`config.mk`:
```
export PLATFORM = sky130hd
export DESIGN_NAME = ctrl_stat_regs
export DESIGN_NICKNAME = d
export VERILOG_FILES = /design/src/rtl/ctrl_stat_regs.sv
export SDC_FILE = /design/constraint.sdc
export NUM_CORES = 1
export LEC_CHECK = 0
export CORE_MARGIN = 3
export CORE_UTILIZATION = 65
export DETAILED_ROUTE_END_ITERATION = 16
export PLACE_DENSITY = 0.85
export SETUP_SLACK_MARGIN = 0.05
export SLEW_MARGIN = 25
export SYNTH_ARGS = -nofsm -noshare
export SYNTH_HDL_FRONTEND = slang
export SYNTH_SLANG_ARGS = --single-unit
```
`constraint.sdc`:
```
create_clock -name up_clk -period 5.8 [get_ports up_clk]
set_clock_uncertainty 0.15 [all_clocks]
set_input_delay 0.58 -clock up_clk [delete_from_list [all_inputs] [get_ports up_clk]]
set_output_delay 0.58 -clock up_clk [all_outputs]
set_load 0.1 [all_outputs]
```
`src/rtl/ctrl_stat_regs.sv`:
```
`default_nettype none
// ============================================================================
// Module   : ctrl_stat_regs
// Brief    : Event counter bank with host-triggered coherent snapshot shadows.
// Revision : 1.0 - initial release
// ============================================================================
module ctrl_stat_regs #(
   parameter int NUM_CNT = 8,
   parameter int CNT_W   = 32,
   parameter int CNT_SAT = 0
) (
   input  logic               up_clk,
   input  logic               up_rst,
   input  logic               ctrl_up_cs_stat,
   input  logic               ctrl_up_wr,
   input  logic               ctrl_up_rd,
   input  logic [31:0]        ctrl_up_addr,
   input  logic [31:0]        ctrl_up_data_wr,
   output logic [31:0]        ctrl_up_data_rd_stat,
   input  logic [NUM_CNT-1:0] stat_inc
);

   localparam logic [15:0] c_SIG         = 16'h5A7C;
   localparam logic [5:0]  c_WORD_CTRL   = 6'd0;
   localparam logic [5:0]  c_WORD_STATUS = 6'd1;
   localparam int          c_WORD_CNT0   = 16;

   logic [5:0]       w_word;
   logic             w_wr_vld;
   logic             w_rd_vld;
   logic             w_snap;
   logic             w_clr;
   logic [31:0]      w_rd_word;
   logic             w_unused;

   logic [CNT_W-1:0] live_q   [NUM_CNT];
   logic [CNT_W-1:0] live_d   [NUM_CNT];
   logic [CNT_W-1:0] shadow_q [NUM_CNT];
   logic [CNT_W-1:0] shadow_d [NUM_CNT];
   logic [CNT_W-1:0] w_inc    [NUM_CNT];
   logic [7:0]       snap_cnt_q;
   logic [7:0]       snap_cnt_d;
   logic [31:0]      rd_q;
   logic [31:0]      rd_d;

   function automatic logic [CNT_W-1:0] f_inc(input logic [CNT_W-1:0] v, input logic en);
      if (!en)
         return v;
      if (&v)
         return (CNT_SAT != 0) ? v : '0;
      return v + CNT_W'(1);
   endfunction

   assign w_word   = ctrl_up_addr[7:2];
   assign w_wr_vld = ctrl_up_cs_stat & ctrl_up_wr;
   // A simultaneous write wins, so the read is dropped entirely.
   assign w_rd_vld = ctrl_up_cs_stat & ctrl_up_rd & ~ctrl_up_wr;
   assign w_snap   = w_wr_vld & (w_word == c_WORD_CTRL) & ctrl_up_data_wr[0];
   assign w_clr    = w_wr_vld & (w_word == c_WORD_CTRL) & ctrl_up_data_wr[1];
   assign w_unused = ^{ctrl_up_addr[31:8], ctrl_up_addr[1:0], ctrl_up_data_wr[31:2]};

   // The shadow always takes the incremented value so a same-cycle event lands
   // in the closing period on SNAP, or the new period on a bare CLR.
   always_comb begin
      for (int i = 0; i < NUM_CNT; i++) begin
         w_inc[i]    = f_inc(live_q[i], stat_inc[i]);
         live_d[i]   = w_inc[i];
         shadow_d[i] = shadow_q[i];
         if (w_snap)
            shadow_d[i] = w_inc[i];
         if (w_clr)
            live_d[i] = w_snap ? '0 : CNT_W'(stat_inc[i]);
      end
   end

   assign snap_cnt_d = w_snap ? snap_cnt_q + 8'd1 : snap_cnt_q;

   always_comb begin
      w_rd_word = 32'h0;
      if (w_word == c_WORD_STATUS) begin
         w_rd_word = {c_SIG, 8'(NUM_CNT), snap_cnt_q};
      end else begin
         for (int i = 0; i < NUM_CNT; i++) begin
            if (w_word == 6'(c_WORD_CNT0 + i))
               w_rd_word = 32'(shadow_q[i]);
         end
      end
      rd_d = w_rd_vld ? w_rd_word : rd_q;
   end

   always_ff @(posedge up_clk) begin
      if (up_rst) begin
         for (int i = 0; i < NUM_CNT; i++) begin
            live_q[i]   <= '0;
            shadow_q[i] <= '0;
         end
         snap_cnt_q <= 8'h0;
         rd_q       <= 32'h0;
      end else begin
         live_q     <= live_d;
         shadow_q   <= shadow_d;
         snap_cnt_q <= snap_cnt_d;
         rd_q       <= rd_d;
      end
   end

   assign ctrl_up_data_rd_stat = rd_q;

endmodule
`default_nettype wire

```
==> results of run 1 <==
==> per-stage QoR <==
step	setup slack, ns	util	power [uW]
final	2.53	0.730	7680
after global routing	2.41	0.730	7860
after CTS	2.68	0.729	7680
after detailed placement	2.07	0.678	4180
after global placement	2.08	0.678	4180
after floorplan	3.55	-	4100
==> layout make-up <==
type,instances,share of cell area
repair buffers,74,0.0277
clock inverters,20,0.00848
well taps,461,0.0221
clock buffers,82,0.0616
multi-input cells,1923,0.453
flip-flops and latches,552,0.423
inverters,28,0.00403
==> critical path, stage by stage <==
cell and delay, ns:
sky130_fd_sc_hd__clkdlybuf4s50_1 0.52, sky130_fd_sc_hd__nor4_2 0.30, sky130_fd_sc_hd__buf_4 0.25, sky130_fd_sc_hd__nand4_1 0.35, sky130_fd_sc_hd__buf_4 0.32, sky130_fd_sc_hd__nor2_4 0.44, sky130_fd_sc_hd__nand2_1 0.52, sky130_fd_sc_hd__o21ai_0 0.36
==> flip-flops by register name, indices dropped and copies added (netlist names) <==
register / flops
shadow_q: 256
live_q: 256
ctrl_up_data_rd_stat: 32
snap_cnt_q: 8
==> how the worst max path moves through the flow <==
stage                    start       endpoint  slack (ns)  depth (start not counted)
2_1_floorplan      stat_inc[7]     live_q[27]        3.55                          7
3_3_place_gp       stat_inc[5]   shadow_q[71]        2.08                          6
3_5_place_dp   ctrl_up_addr[4]  shadow_q[235]        2.07                          8
4_1_cts        ctrl_up_addr[4]   shadow_q[95]        2.68                          7
5_1_grt        ctrl_up_addr[4]  shadow_q[235]        2.41                          8
6_report       ctrl_up_addr[4]  shadow_q[181]        2.53                          8
==> routing by layer <==
layer,track usage,up-vias
met1,0.483,9898
met4,0.168,2
li1,-,9368
met3,0.0769,204
met5,0,-
met2,0.545,1175
==> cell usage after synthesis, types with 17 or more instances <==
cell type	n	area (um^2)
sky130_fd_sc_hd__nor3_1	31	155
sky130_fd_sc_hd__and3_1	38	238
sky130_fd_sc_hd__a22o_1	18	158
sky130_fd_sc_hd__nor2_1	455	1710
sky130_fd_sc_hd__nand2_1	259	972
sky130_fd_sc_hd__o21ai_0	138	691
sky130_fd_sc_hd__buf_2	59	295
sky130_fd_sc_hd__a211oi_1	128	961
sky130_fd_sc_hd__mux4_2	30	676
sky130_fd_sc_hd__dfxtp_1	552	11100
sky130_fd_sc_hd__nand3_1	124	621
sky130_fd_sc_hd__nand4_1	121	757
sky130_fd_sc_hd__a22oi_1	29	218
sky130_fd_sc_hd__inv_1	28	105
sky130_fd_sc_hd__xor2_1	179	1570
sky130_fd_sc_hd__clkbuf_1	61	229
sky130_fd_sc_hd__and4_1	17	149
sky130_fd_sc_hd__nor2b_1	19	119
sky130_fd_sc_hd__a21oi_1	48	240
sky130_fd_sc_hd__xnor2_1	64	561
sky130_fd_sc_hd__buf_4	26	195
==> power breakdown <==
| group | internal [uW] | switching (uW) |
|---|---|---|
| sequential | 3810 | 18.0 |
| clock | 2060 | 1510 |
| combinational | 76.1 | 209 |
==> cell families (layout without fill, tap and decap cells) <==
logic type | count (synthesis) | in the layout | share of synthesized area
adders and majority gates | 9 | 9 | 0.00476
muxes | 49 | 49 | 0.0372
buffers and inverters | 177 | 204 | 0.0354
DFF | 552 | 552 | 0.467
AOI/OAI and AO/OA | 467 | 467 | 0.130
xor gates and xnor gates | 243 | 243 | 0.0900
and+or+nand+nor | 1155 | 1155 | 0.236
==> implementation parameters, run 1 <==
Parameter                              Value

Finish
  Post-route non-filler standard cell count    approximately 3,100
  Total number of nets in the final design    between 2,000 and 3,000
  Inserted Diodes    0
  Share of post-route cells with drive strength above 1    0.0747
  Multi-input gate area in the final layout    around 12,000 um^2
  Fill cell total of the finished layout    between 2,000 and 3,000
  Area occupied by registers    11,100 um^2
  Fin area    around 26,000 um^2
  Relative area change from synthesis to final layout    10.4%
  Most common library cell in the layout ignoring fill and taps    sky130_fd_sc_hd__dfxtp_1
  Most used cells in the layout excluding fill and tap cells    sky130_fd_sc_hd__dfxtp_1 (552), sky130_fd_sc_hd__nor2_1 (454), sky130_fd_sc_hd__nand2_1 (259)

Min path
  Class of the worst hold path    in -> reg
  Worst Hold Depth    2
  Worst Min Path Start    up_rst
  Worst hold endpoint    shadow_q[46]

Critical path
  Element type at the critical path end    flip-flop
  Worst reg2reg startpoint    live_q[64]
  Startpoint type of the worst setup path    input port
  R2r setup slk    around 2.9 ns
  Required @ worst endpoint    around 6 ns
  Worst setup path category    in -> reg
  Crit Path Max Fanout    16
  Crit Reg-Reg Endpoint    shadow_q[81]
  Arrival @ worst endpoint    3.64 ns
  Number of cells on the worst reg-to-reg path    6

Placement
  Placed cell areas    about 24,000 um^2
  Placer's final routability congestion estimate    roughly 0.95
  Quantity of I/O buffers inserted on ports    between 50 and 60
  Post-DP HPWL    47.8 mm
  Dpl cells    approximately 3,000

Route
  Initial DRT Pass Iterations    6
  Number of violations reported at the end of detailed-routing iteration 0    about 2,200
  Detailed-routed wire length on met2    between 30 and 40 mm
  Count of vias placed by the detailed router    slightly above 20,000
  Amount of wire on met3 after detailed routing    around 8 mm
  Max layer used    met5
  Wire length the detailed router placed on met1    approximately 27 mm
  Routed Wire Length    70.0 mm
  Routed wire length per instance    around 22 um
  Detailed-route vias per instance    6.58
  Post-route ant nets    0
  Number of design rule violations left after detail routing    0

STA
  Final hold viol count    0
  Number of pins with negative max-slew slack in the final report    0
  Highest attainable clock frequency    between 0.3 and 0.4 GHz
  Slew of the pin with the lowest slew margin    between 1 and 1.5 ns
  Worst rel slew slack    0.286
  Period Utilization, post-route    0.563
  Unrepaired setup endpoints after global routing    false
  Worst hold slack after final layout    between 0.2 and 0.25 ns
  Setup total negative slack    0 ns
  Crit path time final    around 3.3 ns
  Final number of setup-violating endpoints    0

Floorplan
  Effective utilization at floorplan    0.662
  Core Footprint    35,700 um^2
  Die W    between 150 and 200 um
  Die area    approximately 39,000 um^2
  Total I/O pin count    about 110
  Number of cell rows    69
  Vert. Die Dim    just under 200 um

Clock tree
  Clock root cell    sky130_fd_sc_hd__clkbuf_16
  Post-CTS clock slew at the launch and capture registers of the worst setup and hold paths    approximately 0.060 ns
  Cts-stage hold buffer count    0
  Number of H-tree levels    2
  Cts bufs inserted    between 50 and 60
  CTS tree    done
  Buffer levels on the longest clock path    3
  CTS sink count    ~550
  PostCTS Resize Cnt    0
  Post-CTS setup buffer count    0
  Clock latency of the later-clocked register in the worst-skew pair    a little over 0.6 ns

Synth
  Post-Syn Area    around 24,000 um^2
  Register area share after synthesis    0.467
  Synth async-reset ratio    0
  Number of flip-flops and latches in the synthesized netlist    approximately 550
  Post-Syn Area per Cell    8.92 um^2
  Cell variety after synth    70
  Number of nets produced by synthesis    2,738
  Yosys warning count    0
  Number of synthesized flops with an enable pin    0
  Number of cells produced by synthesis    roughly 2,700
  Main synth FF type    sky130_fd_sc_hd__dfxtp_1

GRT
  Global-route wire length before repair    roughly 110 mm
  Grt ovf    0
  Pin count of the biggest net entering global routing    slightly above 100
  Via count of the first global-routing pass    19,600
  Number of antenna violations at the first check in global routing    3
  Overall track demand over capacity in global routing    0.355

Power
  Pwr/cell area    around 290 nW/um^2
  Static leakage power    0.00873 uW
  Maximum VDD drop    ~0.25 mV

Run status
  Result of the run    completed

Flow run
  Max-cap violation count    0
Note: power is estimated with default switching activity, not from simulation.
==> inputs of run 2 (changes only) <==
--- a/config.mk
+++ b/config.mk
@@ -6,9 +6,9 @@
 export NUM_CORES = 1
 export LEC_CHECK = 0
 export CORE_MARGIN = 3
-export CORE_UTILIZATION = 65
+export CORE_UTILIZATION = 55
 export DETAILED_ROUTE_END_ITERATION = 16
-export PLACE_DENSITY = 0.85
+export PLACE_DENSITY = 0.77
 export SETUP_SLACK_MARGIN = 0.05
 export SLEW_MARGIN = 25
 export SYNTH_ARGS = -nofsm -noshare
==> constraint.sdc (replaced) <==
create_clock -name up_clk -period 2.9 [get_ports up_clk]
set_clock_uncertainty 0.15 [all_clocks]
set_input_delay 0.29 -clock up_clk [delete_from_list [all_inputs] [get_ports up_clk]]
set_output_delay 0.29 -clock up_clk [all_outputs]
set_load 0.1 [all_outputs]
==> implementation parameters, run 2 (synthesis gave the netlist of run 1 again) <==
Parameter                              Value

Clock tree
  CTS tree    done
  Clock root cell    sky130_fd_sc_hd__clkbuf_16
  Post-CTS clock slew at the launch and capture registers of the worst setup and hold paths    0.06 ns (about the same)
  Number of H-tree levels    2 (unchanged)
  CTS sink count    552 (unchanged)
  Cts bufs inserted    55 (unchanged)
  Clock latency of the later-clocked register in the worst-skew pair    0.62 ns (about the same)
  PostCTS Resize Cnt    0 (unchanged)
  Buffer levels on the longest clock path    3 (unchanged)
  Post-CTS setup buffer count    0 (unchanged)

Floorplan
  Effective utilization at floorplan    0.560 (-0.102)
  Vert. Die Dim    213 um (+8.4%)
  Number of cell rows    75 (+8.7%)
  Core Footprint    42,200 um^2 (+18%)
  Die W    213 um (+8.4%)
  Die area    45,500 um^2 (+18%)
  Total I/O pin count    109 (unchanged)

Power
  Clock share of power    0.465 (about the same)
  Static leakage power    0.00910 uW (+4.3%)
  P_int    12,000 uW (+100%)
  Net Sw Power    3480 uW (+100%)
  Maximum VDD drop    0.419 mV (+69%)
  Share of total power in combinational logic    0.039 (+0.002)
  Switching share of power    0.225 (-0.00114)
  Sequential Power Share    0.496 (-0.002)
  Pwr/cell area    578 nW/um^2 (+96%)
  Overall power of the completed layout    15,400 uW (+100%)

Placement
  Placer's final routability congestion estimate    0.954 (+0.46%)
  Post-DP HPWL    50.8 mm (+6.1%)
  Quantity of I/O buffers inserted on ports    52 (unchanged)

Min path
  Class of the worst hold path    reg -> reg
  Worst Min Path Start    shadow_q[117]

GRT
  Number of antenna violations at the first check in global routing    1 (-2)
  Via count of the first global-routing pass    19,600 (-0.19%)
  Grt ovf    0 (unchanged)
  Pin count of the biggest net entering global routing    101 (-1.9%)
  Global-route wire length before repair    108 mm (-1.0%)
  Overall track demand over capacity in global routing    0.305 (-0.0500)

Critical path
  Required @ worst endpoint    3.22 ns (-2.95 ns)
  Worst reg2reg startpoint    live_q[192]
  Launching element of the worst setup path    live_q[192]
  Crit Path Max Fanout    15 (-1)
  Total buffers and inverters traversed by the critical path    1 (-2)
  Cell-by-cell listing of the critical path    ha_1 > nand4_1 > nor4_2 > buf_4 > nand2_1 > o21ai_2 > nor2_1
  Worst setup path category    reg -> reg
  Startpoint type of the worst setup path    flip-flop
  Arrival @ worst endpoint    2.99 ns (-0.65 ns)
  Slowest Stage Delay on Critical Path    0.61 ns (+0.09 ns)
  Category of cells accounting for the largest share of critical-path delay    simple AND/OR/NAND/NOR gates
  Standard cell with the maximum stage delay on the critical path    sky130_fd_sc_hd__o21ai_2
  Element type at the critical path end    flip-flop

Finish
  Share of post-route cells with drive strength above 1    0.108 (+0.0335)
  Most used cells in the layout excluding fill and tap cells    sky130_fd_sc_hd__dfxtp_1 (552), sky130_fd_sc_hd__nor2_1 (453), sky130_fd_sc_hd__nand2_1 (259)
  Share of the core filled with cells in the final layout    0.633 (-0.0977)
  Total number of nets in the final design    2,790 (+2.6%)
  Most common library cell in the layout ignoring fill and taps    sky130_fd_sc_hd__dfxtp_1
  Inserted Diodes    0 (unchanged)
  Relative area change from synthesis to final layout    13.0%

STA
  Unrepaired setup endpoints after global routing    false
  Final number of setup-violating endpoints    0 (unchanged)
  Worst rel slew slack    0.338 (+0.0520)
  Slew of the pin with the lowest slew margin    0.989 ns (-0.0777 ns)
  Period Utilization, post-route    0.920
  Setup total negative slack    0 ns (unchanged)
  Highest attainable clock frequency    between 0.3 and 0.4 GHz
  Number of pins with negative max-slew slack in the final report    0 (unchanged)
  Final hold viol count    0 (unchanged)
  Crit path time final    around 2.7 ns

Route
  Count of vias placed by the detailed router    20,400 (-1.1%)
  Post-route ant nets    0 (unchanged)
  Routed Wire Length    70.4 mm (+0.54%)
  Routed wire length per instance    21.4 um (-3.9%)
  Number of violations reported at the end of detailed-routing iteration 0    1,800 (-18%)
  Number of design rule violations left after detail routing    0 (unchanged)
  Initial DRT Pass Iterations    6 (unchanged)
  Detailed-route vias per instance    6.21 (-5.5%)

Run status
  Result of the run    completed

Flow run
  Max-cap violation count    0 (unchanged)
[run 2: cell types whose count changed in the layout (fill, tap and decap cells not counted), moves of 3 or more]
cell                              change
sky130_fd_sc_hd__buf_12              +10
sky130_fd_sc_hd__buf_4               +92
sky130_fd_sc_hd__clkdlybuf4s50_1     -32
sky130_fd_sc_hd__clkinv_2             -7
sky130_fd_sc_hd__nor4_2               +3
sky130_fd_sc_hd__nor4_4               -3
[run 2: power by group through the flow]
stage / clock [uW] / sequential [uW] / combinational [uW]
floorplan: 0 / 7900 / 308
global placement: 0 / 7820 / 586
detailed placement: 0 / 7820 / 596
CTS: 7250 / 7650 / 600
global route: 7530 / 7660 / 645
finish: 7180 / 7660 / 609
[run 2: worst paths after layout]
kind / cells after the start / to / slack (ns)
worst max-delay path: 7 / live_q[195] / 0.23
worst min-delay path: 2 / shadow_q[117] / 0.30
worst max register to register: 7 / live_q[195] / 0.23
worst min register to register: 2 / shadow_q[117] / 0.30
[run 2: metal layers]
metal | wire (um) | global-route usage
met5 | 13 | 0
met4 | 4890 | 0.182
met3 | 5400 | 0.0451
met2 | 32200 | 0.497
met1 | 27900 | 0.388
[run 2: worst reg2reg max path: stages, from the launching register on]
cell and delay, ns:
sky130_fd_sc_hd__dfxtp_1 0.42, sky130_fd_sc_hd__ha_1 0.23, sky130_fd_sc_hd__nand4_1 0.31, sky130_fd_sc_hd__nor4_2 0.33, sky130_fd_sc_hd__buf_4 0.25, sky130_fd_sc_hd__nand2_1 0.10, sky130_fd_sc_hd__o21ai_2 0.61, sky130_fd_sc_hd__nor2_1 0.13
[run 2: area by class of cell]
cell class                      instances  area, um^2
Multi-Input combinational cell       1923       11800
Tap cell                              539         674
Clock buffer                           85        1650
Timing Repair Buffer                  144        1270
Inverter                               28         105
Sequential cell                       552       11100
Clock inverter                         13         164
Fill cell                            3480       15500
[run 2: repair_timing]
action,in CTS,in global routing
endpoints found under the hold margin,15,0
setup endpoints to repair,0,0
hold buffers,1,0
[run 2: metrics by stage]
| stage | cells | setup WS, ns | hold WS (ns) | cell area [um^2] |
|---|---|---|---|---|
| floorplan | 2652 | 0.844 | 0.261 | 23600 |
| global placement | 3185 | 0.0926 | 0.283 | 24900 |
| detailed placement | 3185 | 0.0318 | 0.291 | 24900 |
| CTS | 3284 | 0.280 | 0.298 | 26700 |
| global route | 3284 | 0.146 | 0.317 | 26700 |
| finish | 3284 | 0.231 | 0.304 | 26700 |
